### src/rtl/cordic_cmd_sequencer_if.sv
// rtl/cordic_cmd_sequencer_if.sv - request, response and calculator bundle for cordic_cmd_sequencer
//
// Ports (signals of the bundle):
//   req_valid/req_ready     request handshake, req_op/req_x/req_y/req_z payload
//   rsp_valid/rsp_ready     response handshake, rsp_result/rsp_op/rsp_error payload
//   calc_enable             hold-high enable to the CORDIC calculator
//   calc_operation/x/y/z    operands presented to the calculator
//   calc_result/calc_done   result and completion strobe from the calculator
// Modports:
//   slave   the sequencer
//   master  the environment (requester, response consumer and calculator)

interface cordic_cmd_sequencer_if #(
   parameter int WIDTH = 32
);
   logic             req_valid;
   logic             req_ready;
   logic [3:0]       req_op;
   logic [WIDTH-1:0] req_x;
   logic [WIDTH-1:0] req_y;
   logic [WIDTH-1:0] req_z;

   logic             rsp_valid;
   logic             rsp_ready;
   logic [WIDTH-1:0] rsp_result;
   logic [3:0]       rsp_op;
   logic             rsp_error;

   logic             calc_enable;
   logic [3:0]       calc_operation;
   logic [WIDTH-1:0] calc_x;
   logic [WIDTH-1:0] calc_y;
   logic [WIDTH-1:0] calc_z;
   logic [WIDTH-1:0] calc_result;
   logic             calc_done;

   modport slave (
      input  req_valid, req_op, req_x, req_y, req_z,
      output req_ready,
      output rsp_valid, rsp_result, rsp_op, rsp_error,
      input  rsp_ready,
      output calc_enable, calc_operation, calc_x, calc_y, calc_z,
      input  calc_result, calc_done
   );

   modport master (
      output req_valid, req_op, req_x, req_y, req_z,
      input  req_ready,
      input  rsp_valid, rsp_result, rsp_op, rsp_error,
      output rsp_ready,
      input  calc_enable, calc_operation, calc_x, calc_y, calc_z,
      output calc_result, calc_done
   );
endinterface

### src/rtl/cordic_cmd_sequencer.sv
// rtl/cordic_cmd_sequencer.sv - buffered command front-end for the CORDIC calculator
//
// Buffers requests in a DEPTH-entry FIFO and runs them one at a time on the
// calculator, holding operands and enable until calc_done, then returns the
// captured result on the response handshake. Ops 10-15 are answered with an
// error response without ever enabling the calculator.
//
// Ports:
//   clk         clock, all logic on the rising edge
//   rst         synchronous active-high reset
//   bus         cordic_cmd_sequencer_if.slave: req_*, rsp_*, calc_* signals
//   fifo_level  number of buffered requests (0..DEPTH)
//
// Optional feature macro: CORDIC_SEQ_TIMEOUT_EN
//   When defined, a command that has not seen calc_done by its TIMEOUT-th
//   BUSY cycle is answered with rsp_error=1 and rsp_result=0.

module cordic_cmd_sequencer #(
   parameter int WIDTH   = 32,
   parameter int DEPTH   = 4
`ifdef CORDIC_SEQ_TIMEOUT_EN
   ,
   parameter int TIMEOUT = 64
`endif
) (
   input  logic                   clk,
   input  logic                   rst,
   cordic_cmd_sequencer_if.slave  bus,
   output logic [$clog2(DEPTH):0] fifo_level
);

   localparam int            AW         = $clog2(DEPTH);
   localparam logic [AW:0]   FULL_LEVEL = (AW + 1)'(DEPTH);
   localparam logic [3:0]    LAST_OP    = 4'd9;

   typedef enum logic [1:0] {
      IDLE = 2'd0,
      BUSY = 2'd1,
      RESP = 2'd2
   } state_t;

   state_t state;
   state_t state_next;

   // Request FIFO storage and pointers; pointers wrap naturally at DEPTH.
   logic [3:0]       fifo_op [DEPTH];
   logic [WIDTH-1:0] fifo_x  [DEPTH];
   logic [WIDTH-1:0] fifo_y  [DEPTH];
   logic [WIDTH-1:0] fifo_z  [DEPTH];
   logic [AW-1:0]    wr_ptr;
   logic [AW-1:0]    rd_ptr;
   logic [AW:0]      count;
   logic             full;
   logic             empty;
   logic             push;
   logic             pop;
   logic [3:0]       head_op;

   // Command registers drive the calculator operands directly, so they keep
   // the last command once the FSM leaves BUSY.
   logic [3:0]       cmd_op;
   logic [WIDTH-1:0] cmd_x;
   logic [WIDTH-1:0] cmd_y;
   logic [WIDTH-1:0] cmd_z;

   logic [WIDTH-1:0] rsp_result_q;
   logic [3:0]       rsp_op_q;
   logic             rsp_error_q;

   logic             load_cmd;
   logic             cap_done;
   logic             cap_fault;
   logic             calc_en;

`ifdef CORDIC_SEQ_TIMEOUT_EN
   localparam int            CW        = $clog2(TIMEOUT + 1);
   localparam logic [CW-1:0] LAST_BUSY = CW'(TIMEOUT - 1);
   logic [CW-1:0]            busy_cnt;
`endif

   assign full       = (count == FULL_LEVEL);
   assign empty      = (count == '0);
   // No pass-through: a full FIFO refuses even when a pop happens this cycle.
   assign push       = bus.req_valid && !full;
   assign head_op    = fifo_op[rd_ptr];
   assign fifo_level = count;

   assign bus.req_ready      = !full;
   assign bus.rsp_valid      = (state == RESP);
   assign bus.rsp_result     = rsp_result_q;
   assign bus.rsp_op         = rsp_op_q;
   assign bus.rsp_error      = rsp_error_q;
   assign bus.calc_enable    = calc_en;
   assign bus.calc_operation = cmd_op;
   assign bus.calc_x         = cmd_x;
   assign bus.calc_y         = cmd_y;
   assign bus.calc_z         = cmd_z;

   always_ff @(posedge clk) begin
      if (rst) begin
         state <= IDLE;
      end else begin
         state <= state_next;
      end
   end

   always_comb begin
      state_next = state;
      pop        = 1'b0;
      load_cmd   = 1'b0;
      cap_done   = 1'b0;
      cap_fault  = 1'b0;
      calc_en    = 1'b0;
      case (state)
         IDLE: begin
            if (!empty) begin
               pop = 1'b1;
               if (head_op <= LAST_OP) begin
                  load_cmd   = 1'b1;
                  state_next = BUSY;
               end else begin
                  // Unsupported op: straight to an error response.
                  cap_fault  = 1'b1;
                  state_next = RESP;
               end
            end
         end
         BUSY: begin
            calc_en = 1'b1;
            if (bus.calc_done) begin
               cap_done   = 1'b1;
               state_next = RESP;
            end
`ifdef CORDIC_SEQ_TIMEOUT_EN
            // calc_done on the last allowed cycle still wins above.
            else if (busy_cnt == LAST_BUSY) begin
               cap_fault  = 1'b1;
               state_next = RESP;
            end
`endif
         end
         RESP: begin
            if (bus.rsp_ready) begin
               state_next = IDLE;
            end
         end
         default: begin
            state_next = IDLE;
         end
      endcase
   end

   always_ff @(posedge clk) begin
      if (push) begin
         fifo_op[wr_ptr] <= bus.req_op;
         fifo_x[wr_ptr]  <= bus.req_x;
         fifo_y[wr_ptr]  <= bus.req_y;
         fifo_z[wr_ptr]  <= bus.req_z;
      end
   end

   always_ff @(posedge clk) begin
      if (rst) begin
         wr_ptr <= '0;
         rd_ptr <= '0;
         count  <= '0;
      end else begin
         if (push) begin
            wr_ptr <= wr_ptr + 1'b1;
         end
         if (pop) begin
            rd_ptr <= rd_ptr + 1'b1;
         end
         case ({push, pop})
            2'b10:   count <= count + 1'b1;
            2'b01:   count <= count - 1'b1;
            default: count <= count;
         endcase
      end
   end

   always_ff @(posedge clk) begin
      if (rst) begin
         cmd_op       <= '0;
         cmd_x        <= '0;
         cmd_y        <= '0;
         cmd_z        <= '0;
         rsp_result_q <= '0;
         rsp_op_q     <= '0;
         rsp_error_q  <= 1'b0;
      end else begin
         if (load_cmd) begin
            cmd_op <= head_op;
            cmd_x  <= fifo_x[rd_ptr];
            cmd_y  <= fifo_y[rd_ptr];
            cmd_z  <= fifo_z[rd_ptr];
         end
         if (pop) begin
            rsp_op_q <= head_op;
         end
         if (cap_done) begin
            rsp_result_q <= bus.calc_result;
            rsp_error_q  <= 1'b0;
         end
         if (cap_fault) begin
            rsp_result_q <= '0;
            rsp_error_q  <= 1'b1;
         end
      end
   end

`ifdef CORDIC_SEQ_TIMEOUT_EN
   // Zero whenever not BUSY, so it starts from zero on every BUSY entry.
   always_ff @(posedge clk) begin
      if (rst || state != BUSY) begin
         busy_cnt <= '0;
      end else begin
         busy_cnt <= busy_cnt + 1'b1;
      end
   end
`endif

endmodule

### src/flat_wrapper.sv
// flat-port wrapper written by rule: the top's interface ports become plain ports
module cordic_cmd_sequencer_flat 
#(
   parameter int WIDTH   = 32,
   parameter int DEPTH   = 4

)
  (clk, rst, fifo_level, bus_req_valid, bus_req_op, bus_req_x, bus_req_y, bus_req_z, bus_req_ready, bus_rsp_valid, bus_rsp_result, bus_rsp_op, bus_rsp_error, bus_rsp_ready, bus_calc_enable, bus_calc_operation, bus_calc_x, bus_calc_y, bus_calc_z, bus_calc_result, bus_calc_done);
  cordic_cmd_sequencer_if #(.WIDTH(WIDTH)) bus_i ();
  input  logic clk;
  input  logic rst;
  output logic [$clog2(DEPTH):0] fifo_level;
  input wire logic [$bits(bus_i.req_valid)-1:0] bus_req_valid;
  input wire logic [$bits(bus_i.req_op)-1:0] bus_req_op;
  input wire logic [$bits(bus_i.req_x)-1:0] bus_req_x;
  input wire logic [$bits(bus_i.req_y)-1:0] bus_req_y;
  input wire logic [$bits(bus_i.req_z)-1:0] bus_req_z;
  output wire logic [$bits(bus_i.req_ready)-1:0] bus_req_ready;
  output wire logic [$bits(bus_i.rsp_valid)-1:0] bus_rsp_valid;
  output wire logic [$bits(bus_i.rsp_result)-1:0] bus_rsp_result;
  output wire logic [$bits(bus_i.rsp_op)-1:0] bus_rsp_op;
  output wire logic [$bits(bus_i.rsp_error)-1:0] bus_rsp_error;
  input wire logic [$bits(bus_i.rsp_ready)-1:0] bus_rsp_ready;
  output wire logic [$bits(bus_i.calc_enable)-1:0] bus_calc_enable;
  output wire logic [$bits(bus_i.calc_operation)-1:0] bus_calc_operation;
  output wire logic [$bits(bus_i.calc_x)-1:0] bus_calc_x;
  output wire logic [$bits(bus_i.calc_y)-1:0] bus_calc_y;
  output wire logic [$bits(bus_i.calc_z)-1:0] bus_calc_z;
  input wire logic [$bits(bus_i.calc_result)-1:0] bus_calc_result;
  input wire logic [$bits(bus_i.calc_done)-1:0] bus_calc_done;
  assign bus_i.req_valid = bus_req_valid;
  assign bus_i.req_op = bus_req_op;
  assign bus_i.req_x = bus_req_x;
  assign bus_i.req_y = bus_req_y;
  assign bus_i.req_z = bus_req_z;
  assign bus_req_ready = bus_i.req_ready;
  assign bus_rsp_valid = bus_i.rsp_valid;
  assign bus_rsp_result = bus_i.rsp_result;
  assign bus_rsp_op = bus_i.rsp_op;
  assign bus_rsp_error = bus_i.rsp_error;
  assign bus_i.rsp_ready = bus_rsp_ready;
  assign bus_calc_enable = bus_i.calc_enable;
  assign bus_calc_operation = bus_i.calc_operation;
  assign bus_calc_x = bus_i.calc_x;
  assign bus_calc_y = bus_i.calc_y;
  assign bus_calc_z = bus_i.calc_z;
  assign bus_i.calc_result = bus_calc_result;
  assign bus_i.calc_done = bus_calc_done;
  cordic_cmd_sequencer #(.WIDTH(WIDTH), .DEPTH(DEPTH)) u_core (.clk(clk), .rst(rst), .bus(bus_i), .fifo_level(fifo_level));
endmodule
### config.mk
export PLATFORM = sky130hd
export DESIGN_NAME = cordic_cmd_sequencer_flat
export DESIGN_NICKNAME = d
export VERILOG_FILES = /design/src/rtl/cordic_cmd_sequencer_if.sv /design/src/rtl/cordic_cmd_sequencer.sv /design/src/flat_wrapper.sv
export SDC_FILE = /design/constraint.sdc
export NUM_CORES = 1
export LEC_CHECK = 0
export ABC_CLOCK_PERIOD_IN_PS = 4600
export BUFFER_PORTS_ARGS = -buffer_cell sky130_fd_sc_hd__buf_2
export CAP_MARGIN = 20
export CORE_MARGIN = 2
export CORE_UTILIZATION = 35
export DETAILED_ROUTE_END_ITERATION = 6
export MAX_ROUTING_LAYER = met4
export PLACE_DENSITY = 0.61
export SETUP_SLACK_MARGIN = 0.2
export SLEW_MARGIN = 0
export SYNTH_ARGS = -nofsm -noshare
export SYNTH_HDL_FRONTEND = slang
export SYNTH_SLANG_ARGS = --single-unit
export TNS_END_PERCENT = 10
### constraint.sdc
create_clock -name clk -period 4.6 [get_ports clk]
set_input_delay 0.23 -clock clk [delete_from_list [all_inputs] [get_ports clk]]
set_output_delay 0.23 -clock clk [all_outputs]
set_load 0.03 [all_outputs]
Yosys cells after proc, flatten, opt, wreduce, memory -nomap -nowiden
Memories as Yosys holds them, arrays and structs flattened. A register that Yosys moved wholly into a read port is not among the register bits. Index checks and enable logic that the tools add are counted.

Bits in registers: 50. RAM bits: 400. Bits of input ports: 137. Memories kept: 4.

$add $sub $neg: 4. Order comparisons: 1. Equality and inequality tests: 8. Muxes and demuxes: 23. Reduce and logical (&&, ||, !) cells: 8.

Memory list: u_core.fifo_x (depth 4, bits a word 32, read ports 1, clocked after Yosys merged registers in 1, write ports 1, line cordic_cmd_sequencer.sv:47) `logic [WIDTH-1:0] fifo_x [DEPTH];`; u_core.fifo_y (depth 4, bits a word 32, read ports 1, clocked after Yosys merged registers in 1, write ports 1, line cordic_cmd_sequencer.sv:48) `logic [WIDTH-1:0] fifo_y [DEPTH];`; u_core.fifo_z (depth 4, bits a word 32, read ports 1, clocked after Yosys merged registers in 1, write ports 1, line cordic_cmd_sequencer.sv:49) `logic [WIDTH-1:0] fifo_z [DEPTH];`; u_core.fifo_op (depth 4, bits a word 4, read ports 1, clocked after Yosys merged registers in 1, write ports 1, line cordic_cmd_sequencer.sv:46) `logic [3:0] fifo_op [DEPTH];`.

Operators by type and width (count): $mux W1 (15); $mux W2 (6); $pmux W2 S3 (1); $pmux W3 S2 (1); $add A2 B1 Y2 const B (2); $eq A2 B1 Y1 const B (2); $eq A2 B2 Y1 const B (2); $le A4 B4 Y1 const B (1); $ne A2 B2 Y1 const B (2); $reduce_bool A2 Y1 (2); $add A3 B1 Y3 const B (1); $eq A3 B3 Y1 const B (1); $logic_not A3 Y1 (1); $reduce_and A3 Y1 (1); $sub A3 B1 Y3 const B (1); $logic_not A2 Y1 (1); $ne A2 B1 Y1 const B (1); $reduce_or A2 Y1 (1); $logic_and A1 B1 Y1 (1); $logic_not A1 Y1 (1).

Logic depth before layout (Yosys ltp)
Gate-level depths: netlist of the first run.

Depth in word-level cells: 5. Depth in mapped cells: 12.

Worst setup path before layout of the first run
Ideal clock, no wire load.

Path type: register to register. Start point: register u_core.count[0] (netlist: u_core.fifo_level[0]). End point: memory u_core.fifo_op[0][0], enable pin. Library setup time: 0.471 ns. Arrival: 3.374 ns. Data required time: 4.129 ns. Setup slack: 0.755 ns. Stages on the path, launching flop included: 3. Buffers on the path: 0. Path through: dfxtp_1 -> or3b_1 -> and3_1.

Longest elaborated chain between the ends: 5.

Ends and longest elaborated chain: start, declared (line cordic_cmd_sequencer.sv:52) `logic [AW:0] count;`; start signal, assigned (line cordic_cmd_sequencer.sv:175) `2'b10: count <= count + 1'b1;`; start signal, assigned (line cordic_cmd_sequencer.sv:176) `2'b01: count <= count - 1'b1;`; start signal, assigned (line cordic_cmd_sequencer.sv:177) `default: count <= count;`; $eq A3 B3 Y1 (line cordic_cmd_sequencer.sv:81) `assign full = (count == FULL_LEVEL);`; $logic_not A1 Y1; named net bus_req_ready (line flat_wrapper.sv:18) `output wire logic [$bits(bus_i.req_ready)-1:0] bus_req_ready;`; $logic_and A1 B1 Y1 (line cordic_cmd_sequencer.sv:84) `assign push = bus.req_valid && !full;`; $mux W1 (line cordic_cmd_sequencer.sv:154) `if (push) begin`; $mux W1 (implied by the code) (line cordic_cmd_sequencer.sv:155) `fifo_op[wr_ptr] <= bus.req_op;`; end, declared (line cordic_cmd_sequencer.sv:46).

The timed path passes the listed nets, and every way through them passes these cells.

Worst setup path in the final report of the first run
Start point: register u_core.count[0] (netlist: u_core.fifo_level[0]). End point: register u_core.count[2] (netlist: u_core.fifo_level[2]).

Longest elaborated chain between the ends: 5. Elaborated cells on any way between the ends: 12. Classes of those cells: add/sub (2); eq/ne (3); mux (3); reduce/logical (4).

Ends and longest elaborated chain: $logic_not A3 Y1 or $eq A3 B3 Y1 (tied branches) (line cordic_cmd_sequencer.sv:82, cordic_cmd_sequencer.sv:81); $mux W1 or $logic_not A1 Y1 (tied branches) (line cordic_cmd_sequencer.sv:116, cordic_cmd_sequencer.sv:84); $mux W1 or $logic_and A1 B1 Y1 (tied branches) (line cordic_cmd_sequencer.sv:114, cordic_cmd_sequencer.sv:84); $eq A2 B1 Y1 or $eq A2 B2 Y1 (tied branches) (line cordic_cmd_sequencer.sv:174) `case ({push, pop})`; $pmux W3 S2 or $reduce_bool A2 Y1 (tied branches).

Several ways; a longest one is shown, not always the timed one. A chain may end at the register's enable or synchronous reset.

==> results of run 1 <==
-- timing repair --
item | CTS | global route
hold buffers | 134 | 0
hold endpoints to repair | 434 | 0
gates resized for setup | 0 | 0
-- flip-flops by register name (all words and copies together) (netlist names), named ones only --
signal,cells
u_core.state,2
u_core.bus.rsp_result,32
u_core.bus.rsp_op,4
u_core.rd_ptr,2
u_core.fifo_op,16
u_core.bus.rsp_error,1
u_core.bus.calc_y,32
u_core.fifo_y,128
u_core.fifo_level,3
u_core.fifo_x,128
u_core.wr_ptr,2
u_core.bus.calc_x,32
u_core.fifo_z,128
u_core.bus.calc_operation,4
u_core.bus.calc_z,32
-- cell usage in the layout (no fill, tap or decap), types with 5 or more instances in the layout --
cell / synthesis / final
o21ai_1: 14 / 14
a21oi_1: 139 / 139
clkbuf_8: 0 / 9
dlygate4sd3_1: 0 / 134
buf_12: 0 / 9
nand3_1: 98 / 98
o21ai_0: 84 / 84
buf_2: 20 / 278
nor2_1: 10 / 10
clkbuf_1: 55 / 12
dfxtp_1: 148 / 146
diode_2: 0 / 8
buf_4: 1 / 10
nand2_1: 77 / 77
ha_1: 5 / 5
clkbuf_16: 0 / 60
clkinv_2: 0 / 12
edfxtp_1: 400 / 400
mux4_2: 100 / 100
inv_1: 6 / 6
nor3_1: 5 / 5
-- per-stage QoR --
stage | instance area [um^2] | worst slack (ns)
after CTS | 25500 | 1.69
after global routing | 25500 | 1.41
final | 25500 | 1.69
after floorplan | 20000 | 0.755
after detailed placement | 22200 | 1.72
after global placement | 22200 | 1.73
-- routing by layer --
| metal | global-route usage | vias to the layer above | part of all wire |
|---|---|---|---|
| li1 | - | 5497 | - |
| met1 | 0.220 | 6171 | 0.43 |
| met2 | 0.285 | 367 | 0.49 |
| met3 | 0.0336 | 79 | 0.056 |
| met4 | 0.0503 | 0 | 0.021 |
| met5 | - | - | 0 |
-- worst max-delay path: cells and delay by family (launching register included) --
| family | cells | cell delay [ns] |
|---|---|---|
| compound gates | 1 | 0.14 |
| xor+xnor | 1 | 0.07 |
| fa+ha+maj | 2 | 0.49 |
| buf+inv | 2 | 0.34 |
| flops | 1 | 0.34 |
| simple gates | 3 | 1.42 |
-- kinds of logic (layout without fill, tap and decap cells) --
group           count (synthesis)  count (layout)
flops                         548             548
mux                           100             100
buf+inv                        96             549
fa+ha+maj                       6               6
compound gates                243             243
simple gates                  206             206
other cells                     0               8
xor+xnor                        5               5
-- worst max path at each step --
stage | cells past startpoint | to | start
CTS | 9 | u_core.fifo_level[2] | u_core.fifo_level[0]
global placement | 9 | u_core.fifo_level[2] | u_core.fifo_level[2]
detailed placement | 9 | u_core.fifo_level[2] | u_core.fifo_level[0]
floorplan | 2 | u_core.fifo_op[0][0] | u_core.fifo_level[0]
finish | 9 | u_core.fifo_level[2] | u_core.fifo_level[0]
global route | 9 | u_core.fifo_level[2] | u_core.fifo_level[0]
-- where the power goes --
part / internal (W) / switching, W
combinational: 0.00157 / 0.00327
clock: 0.00276 / 0.00194
sequential: 0.00615 / 0.000416
-- cell type report --
class                      instances  share of cell area
multi-input combinational        560               0.180
tap                              756              0.0370
clock inverter                    28              0.0107
clock buffer                      81              0.0654
timing repair buffer             433               0.118
antenna                            8            0.000784
sequential                       548               0.587
inverter                           7             0.00113
==> results.ini, run 1 <==
[synthesis]
synth_xor_area_frac=0.00219
synth_seq_cells=548
synth_fa_ha_area_frac=0.00414
yosysMostFrequentCell=edfxtp_1
synth.area.top_cells=edfxtp_1, dfxtp_1, mux4_2
syn_area_mm2=0.0200
ys.flop_type=edfxtp_1
ys_seq_area_frac=0.750
synth_compound_area_frac=0.0618
synthesis.nets=1347
synth_top_area_frac=0.602
yosysWarnings=0
synth-edff-count=400
synth_cell_type_count=35
yosysTopAreaCell=edfxtp_1
synth_top_family_by_area=multiplexers
synthTopCellsByCount=edfxtp_1, dfxtp_1, a21oi_1, mux4_2, nand3_1
synthMuxAreaShare=0.113
synth_area_per_cell_um2=16.6
synthArstFlopShare=0
synth_cells=1204
yosys.area_share.simple=0.0474

[job]
max_cap_violations=0

[clocking]
htreeDepth=2
cts_setup_buffers=0
cts_buffers=58
root_buffer=clkbuf_16
clkSinkCount=548
clock_latency_ns=0.62
tritoncts=yes
clkTransAtPathRegs_ns=0.06
clockBufferDepth=3

[sta]
fmax_mhz=344
setup_violations=0
rsz0062_at_grt=no
max_slew_margin=0.296
fin_crit_ns=2.91
whs_ns=0.102
fin_worst_skew_ns=0.0229
slew_viol_final=0
tns_ns=0
hold_violations=0
fin_crit_sh=0.632
tightest_slew_ns=1.06

[critical_path]
r2r-start=u_core.fifo_level[0]
start_kind=flip-flop
r2r_cells=9
crit_path_top_delay_cell=nor3_1
timing.rr.end=u_core.fifo_level[2]
arrival_ns=3.43
cp_max_fo=41
cp.required_ns=5.13
path_class=flip-flop to flip-flop
setup.worst_path.end_class=flip-flop
cp_slowest_stage_delay_ns=0.57
r2r_slack_ns=1.69
path_cells=nor3_1 > or2_4 > inv_4 > ha_1 > inv_1 > fa_1 > xor2_1 > or3_1 > a21oi_1

[placement]
gp_congestion=0.811
place_inst=2167
numPortBuffers=279
dpl.hpwl_mm=28.1

[die]
rows=87
initial_utilization=0.354
coreArea_mm2=0.0564
die_x_um=243
dieArea_mm2=0.0590
fp.dieH_um=243
io_pins=280

[route]
first_pass_iters=5
drc=0
ant_nets=0
via_per_inst=5.00
routed-via-count=12100
drt_iter0_drc=716
drt_wl_total_mm=49.9
wl_per_cell_um=20.6

[global_route]
antenna_found_initial=7
grt_max_degree=73
grt-ovfl-total=0
grt_pass1_wl_mm=76.3
first_global_vias=12700
grt_usage=0.174

[worst_hold_path]
hold_depth=4
holdPathEnd=u_core.wr_ptr[1]
min_from=bus_req_valid
min_path_type=primary input to flip-flop

[outcome]
outcome=completed

[finish]
fillers=5029
drive_gt1_frac=0.304
area_growth_pct=27.9
final-seq-area_mm2=0.0150
finalNonFillerCells=2421
multi_input_area_mm2=0.00459
fin_util=0.453
nets=1751

[pwr]
p_leak_nw=8.89
finalPower_w=0.0161
power_density_mw_per_mm2=631
ir_drop_mv=0.367

Note: power is estimated with default switching activity, not from simulation.
==> inputs of run 2 (changes only) <==
--- a/config.mk
+++ b/config.mk
@@ -5,7 +5,7 @@
 export SDC_FILE = /design/constraint.sdc
 export NUM_CORES = 1
 export LEC_CHECK = 0
-export ABC_CLOCK_PERIOD_IN_PS = 4600
+export ABC_CLOCK_PERIOD_IN_PS = 3000
 export BUFFER_PORTS_ARGS = -buffer_cell sky130_fd_sc_hd__buf_2
 export CAP_MARGIN = 20
 export CORE_MARGIN = 2
==> constraint.sdc (replaced) <==
create_clock -name clk -period 3 [get_ports clk]
set_input_delay 0.15 -clock clk [delete_from_list [all_inputs] [get_ports clk]]
set_output_delay 0.15 -clock clk [all_outputs]
set_load 0.03 [all_outputs]
==> results.ini, run 2 (synthesis gave the netlist of run 1 again) <==
[outcome]
outcome=completed

[finish]
nets=1753  ; +0.11%
final_cell_mix=edfxtp_1, buf_2, dfxtp_1, a21oi_1, dlygate4sd3_1
area_growth_pct=28.7
drive_gt1_frac=0.301  ; -0.00296
reg_top3=u_core.fifo_x: 128 flops, u_core.fifo_y: 128 flops, u_core.fifo_z: 128 flops
final_common_cell=edfxtp_1

[sta]
tightest_slew_ns=0.926  ; -0.131 ns
rsz0062_at_grt=no
slew_viol_final=0  ; unchanged
fin_crit_ns=2.53  ; -0.381 ns
max_slew_margin=0.383  ; +0.0872
hold_violations=0  ; unchanged
setup_violations=0  ; unchanged
fin_worst_skew_ns=0.0172  ; -0.00572 ns
whs_ns=0.239  ; +0.137 ns
fin_crit_sh=0.842  ; +0.210
tns_ns=0  ; unchanged
fmax_mhz=396  ; +15%

[die]
fp.dieH_um=243  ; unchanged
rows=87  ; unchanged
initial_utilization=0.354  ; unchanged
coreArea_mm2=0.0564  ; unchanged
dieArea_mm2=0.0590  ; unchanged
io_pins=280  ; unchanged
die_x_um=243  ; unchanged

[placement]
gp_congestion=0.790  ; -2.6%
dpl.hpwl_mm=25.9  ; -7.7%
numPortBuffers=279  ; unchanged

[critical_path]
path_class=flip-flop to flip-flop
r2r-start=u_core.fifo_level[2]
start_kind=flip-flop
cp_max_fo=68  ; +66%
arrival_ns=3.04  ; -0.39 ns
r2r_slack_ns=0.47  ; -1.22 ns
r2r_cells=6  ; -3
crit_start=u_core.fifo_level[2]
cp.required_ns=3.51  ; -1.62 ns
timing.rr.end=u_core.bus.calc_x[4]
setup.worst_path.end_class=flip-flop

[route]
drt_iter0_drc=640  ; -11%
routed-via-count=11900  ; -1.4%
via_per_inst=4.94  ; -1.3%
first_pass_iters=4  ; -1
wl_per_cell_um=19.8  ; -4.0%
drc=0  ; unchanged
drt_wl_total_mm=47.9  ; -4.1%
ant_nets=0  ; unchanged

[clocking]
post_cts_resized=0  ; unchanged
htreeDepth=2  ; unchanged
clkTransAtPathRegs_ns=0.06  ; about the same
cts_setup_buffers=0  ; unchanged
clockBufferDepth=3  ; unchanged
clkSinkCount=548  ; unchanged
tritoncts=yes
root_buffer=clkbuf_16
cts_buffers=58  ; unchanged
clock_latency_ns=0.60  ; -0.02 ns

[global_route]
grt-ovfl-total=0  ; unchanged
antenna_found_initial=3  ; -4
first_global_vias=12600  ; -0.13%
grt_pass1_wl_mm=73.8  ; -3.3%
grt_max_degree=107  ; +47%
grt_usage=0.166  ; -0.00736

[worst_hold_path]
min_from=rst
hold_depth=3  ; -1
holdPathEnd=u_core.bus.calc_x[10]
min_path_type=primary input to flip-flop

[pwr]
ir_drop_mv=0.958  ; +160%
power_density_mw_per_mm2=973  ; +54%
p_leak_nw=8.95  ; +0.59%

[job]
max_cap_violations=0  ; unchanged

[run 2: worst max path at each step]
stage                                           end  slack [ns]  cells after the start
after detailed placement      u_core.bus.calc_z[27]        0.53                      6
after CTS                      u_core.fifo_level[2]        0.52                      9
after global placement    u_core.bus.rsp_result[14]        0.65                      6
final                          u_core.bus.calc_x[4]        0.47                      6
after floorplan                u_core.fifo_op[0][0]        0.28                      2
after global routing           u_core.bus.calc_x[4]        0.28                      6
[run 2: routing by layer]
metal	up-vias	GRT usage	wire, um
li1	5475	-	-
met1	6100	0.202	20100
met2	296	0.284	24300
met3	76	0.0343	2560
met4	0	0.0428	964
met5	-	-	0
[run 2: layout make-up]
| type | instances | area (um^2) |
|---|---|---|
| flip-flops and latches | 548 | 15000 |
| multi-input cells | 560 | 4590 |
| fillers | 4997 | 30700 |
| diodes | 3 | 7.51 |
| well taps | 756 | 946 |
| repair buffers | 435 | 3100 |
| clock buffers | 79 | 1610 |
| clock inverters | 31 | 423 |
| inverters | 7 | 28.8 |
[run 2: through the flow]
stage / setup WS [ns] / utilization / area, um^2 / power [W] / std cells
final: 0.474 / 0.456 / 25700 / 0.0250 / 2419
after floorplan: 0.280 / - / 20000 / 0.0151 / 1204
after detailed placement: 0.529 / 0.395 / 22300 / 0.0177 / 2170
after global routing: 0.284 / 0.456 / 25700 / 0.0263 / 2419
after global placement: 0.652 / 0.395 / 22300 / 0.0175 / 2170
after CTS: 0.517 / 0.455 / 25700 / 0.0253 / 2415
[run 2: critical path, cell delays in order (launching register included)]
cell and delay, ns:
dfxtp_1 0.34, nor3_1 0.39, or2_4 0.22, buf_4 0.61, buf_4 0.52, o21ai_0 0.17
a21oi_1 0.15
[run 2: what timing repair did]
item	in CTS	in global routing
endpoints found under the hold margin	435	0
setup endpoints to repair	0	0
hold buffers	135	0
[run 2: power breakdown]
part	switching (W)	leakage (nW)	internal [W]
sequential	0.000585	4.88	0.00943
clock	0.00291	0.982	0.00455
combinational	0.00503	3.09	0.00249
total	0.00852	8.95	0.0165
==> inputs of run 3 (changes only) <==
--- a/config.mk
+++ b/config.mk
@@ -5,7 +5,8 @@
 export SDC_FILE = /design/constraint.sdc
 export NUM_CORES = 1
 export LEC_CHECK = 0
-export ABC_CLOCK_PERIOD_IN_PS = 3000
+export ABC_AREA = 1
+export ABC_CLOCK_PERIOD_IN_PS = 2500
 export BUFFER_PORTS_ARGS = -buffer_cell sky130_fd_sc_hd__buf_2
 export CAP_MARGIN = 20
 export CORE_MARGIN = 2
==> constraint.sdc (replaced) <==
create_clock -name clk -period 2.5 [get_ports clk]
set_input_delay 0.125 -clock clk [delete_from_list [all_inputs] [get_ports clk]]
set_output_delay 0.125 -clock clk [all_outputs]
set_load 0.03 [all_outputs]
==> results.ini, run 3 <==
[die]
initial_utilization=0.355  ; +0.000893
die_x_um=252  ; +3.6%
io_pins=280  ; unchanged
dieArea_mm2=0.0633  ; +7.4%
fp.dieH_um=252  ; +3.6%
coreArea_mm2=0.0605  ; +7.2%
rows=90  ; +3.4%

[synthesis]
ys.flop_type=edfxtp_1
synthesis.nets=2196  ; +63%
syn_area_mm2=0.0215  ; +7.5%
synth-edff-count=400  ; unchanged
synth.area.top_cells=edfxtp_1, dfxtp_1, nor2_1
synth_cell_type_count=21  ; -40%
synth_cells=2053  ; +71%
synthArstFlopShare=0  ; unchanged
yosysTopAreaCell=edfxtp_1
synth_top_area_frac=0.560  ; -0.0420
synth_seq_cells=548  ; unchanged
yosysWarnings=0  ; unchanged
ys_seq_area_frac=0.698  ; -0.0524
synth_area_per_cell_um2=10.5  ; -37%
yosysMostFrequentCell=nor2_1
synthTopCellsByCount=nor2_1, edfxtp_1, nand2_1, o21ai_0, dfxtp_1

[job]
max_cap_violations=0  ; unchanged

[placement]
numPortBuffers=279  ; unchanged
pre_cts_ws_ns=0.483  ; -0.0458 ns
place_inst=3019  ; +39%
dpl.hpwl_mm=30.6  ; +18%
gp_congestion=0.745  ; -5.6%
dpl_cell_area_mm2=0.0238  ; +6.8%

[critical_path]
start_kind=flip-flop
cp_num_buf_inv=2  ; unchanged
setup.worst_path.end_class=flip-flop
cp_top_family=simple AND/OR/NAND/NOR gates
arrival_ns=2.52  ; -0.52 ns
cp_slowest_stage_delay_ns=0.50  ; -0.11 ns
path_cells=inv_4 > nand2_1 > nand3_1 > nand2_1 > nand2_2 > nand2_8 > buf_12 > nand3_1 > nand2_1 > nor2_1
path_class=flip-flop to flip-flop
path_common_cell=nand2_1
crit_cells=10  ; +4
cp.required_ns=2.99  ; -0.52 ns
cp_max_fo=58  ; -15%
r2r_cells=10  ; +4
crit_path_top_delay_cell=dfxtp_1

[global_route]
grt_max_degree=124  ; +16%
grt-ovfl-total=0  ; unchanged
grt_usage=0.172  ; +0.00543
grt_pass1_wl_mm=83.4  ; +13%
antenna_found_initial=6  ; +3
first_global_vias=14900  ; +18%

[sta]
rsz0062_at_grt=no
setup_violations=0  ; unchanged
fmax_mhz=493  ; +25%
tightest_slew_ns=0.756  ; -0.170 ns
hold_violations=0  ; unchanged
max_slew_margin=0.496  ; +0.113
setup_slack_ns=0.473  ; -0.00146 ns
whs_ns=0.122  ; -0.117 ns
fin_crit_sh=0.811  ; -0.0310
fin_crit_ns=2.03  ; -0.499 ns
slew_viol_final=0  ; unchanged
fin_worst_skew_ns=0.0221  ; +0.00490 ns

[finish]
finalNonFillerCells=3268  ; +35%
final_area_mm2=0.0271  ; +5.4%
drive_gt1_frac=0.171  ; -0.130
reg_top3=u_core.fifo_x: 128 flops, u_core.fifo_y: 128 flops, u_core.fifo_z: 128 flops
final_common_cell=nor2_1
area_growth_pct=26.2
final_cell_mix=nor2_1, edfxtp_1, buf_2, nand2_1, o21ai_0
nets=2575  ; +47%

[clocking]
htreeDepth=2  ; unchanged
post_cts_resized=0  ; unchanged
cts_setup_buffers=0  ; unchanged
cts_buffers=58  ; unchanged
cts_hold_buf=135  ; unchanged
clockBufferDepth=3  ; unchanged
clkSinkCount=548  ; unchanged
tritoncts=yes
clkTransAtPathRegs_ns=0.06  ; about the same
clock_latency_ns=0.60  ; about the same
root_buffer=clkbuf_16

[route]
routed-via-count=15400  ; +29%
drt_wl_total_mm=53.7  ; +12%
drc=0  ; unchanged
wl_per_cell_um=16.4  ; -17%
first_pass_iters=5  ; +1
via_per_inst=4.73  ; -4.3%
ant_nets=0  ; unchanged
drt_iter0_drc=1092  ; +71%

[pwr]
power.share.clock=0.260  ; -0.038
p_leak_nw=10.9  ; +22%
seq_power_share=0.369  ; -0.032
ir_drop_mv=1.31  ; +36%
netSwitchingFraction=0.387  ; +0.0461
comb_power_share=0.372  ; +0.071
power_density_mw_per_mm2=1220  ; +26%
p_switching_w=0.0128  ; +50%
internal-power_w=0.0203  ; +23%

[outcome]
outcome=completed

[worst_hold_path]
hold_depth=4  ; +1
min_path_type=primary input to flip-flop

run 3: area by class of cell:
class	count	area (um^2)
clock buffer	78	1640
tap	782	978
timing repair buffer	453	3250
inverter	118	455
multi-input combinational	1253	5460
sequential	548	15000
clock inverter	30	300
fill	5535	33400
antenna	6	15.0
run 3: cells by family (layout without fill, tap and decap cells):
kind of cell / count (synthesis) / count (layout) / share of synthesized area
DFF: 548 / 548 / 0.698
AOI/OAI and AO/OA: 348 / 348 / 0.0811
other: 0 / 6 / 0
adders and majority gates: 6 / 6 / 0.00385
buffers and inverters: 252 / 679 / 0.0516
and+or+nand+nor: 899 / 899 / 0.166
run 3: per-stage QoR:
step           TNS [ns]  utilization  total power [W]
6_report              0        0.448           0.0331
5_1_grt               0        0.448           0.0354
4_1_cts               0        0.448           0.0335
3_3_place_gp          0        0.393           0.0244
2_1_floorplan    -51.87            -           0.0212
3_5_place_dp          0        0.393           0.0246
run 3: power by group through the flow:
stage	clock (W)	sequential, W	combinational [W]
after CTS	0.00884	0.0122	0.0125
after global routing	0.00920	0.0123	0.0138
after detailed placement	0	0.0124	0.0122
final	0.00859	0.0122	0.0123
after global placement	0	0.0123	0.0121
after floorplan	0	0.0138	0.00739
run 3: worst reg2reg max path, stage by stage (launching register included):
cell and delay, ns:
dfxtp_1 0.50, inv_4 0.09, nand2_1 0.07, nand3_1 0.07
nand2_1 0.13, nand2_2 0.11, nand2_8 0.35, buf_12 0.30
nand3_1 0.17, nand2_1 0.10, nor2_1 0.04
run 3: worst paths after layout:
kind	end	slack (ns)	from
setup reg to reg	u_core.bus.calc_y[11]	0.47	flip-flop
hold / removal	u_core.bus.rsp_result[13]	0.12	bus_calc_done
hold reg to reg	u_core.bus.calc_operation[3]	0.45	u_core.bus.calc_operation[3]
setup / recovery	u_core.bus.calc_y[11]	0.47	flip-flop
run 3: layer usage:
metal | wire length [um] | GRT usage | share of wire | vias up
met4 | 973 | 0.0457 | 0.018 | 0
met2 | 26200 | 0.283 | 0.49 | 349
li1 | - | - | - | 7662
met5 | 0 | - | 0 | -
met1 | 23700 | 0.217 | 0.44 | 7348
met3 | 2840 | 0.0338 | 0.053 | 83
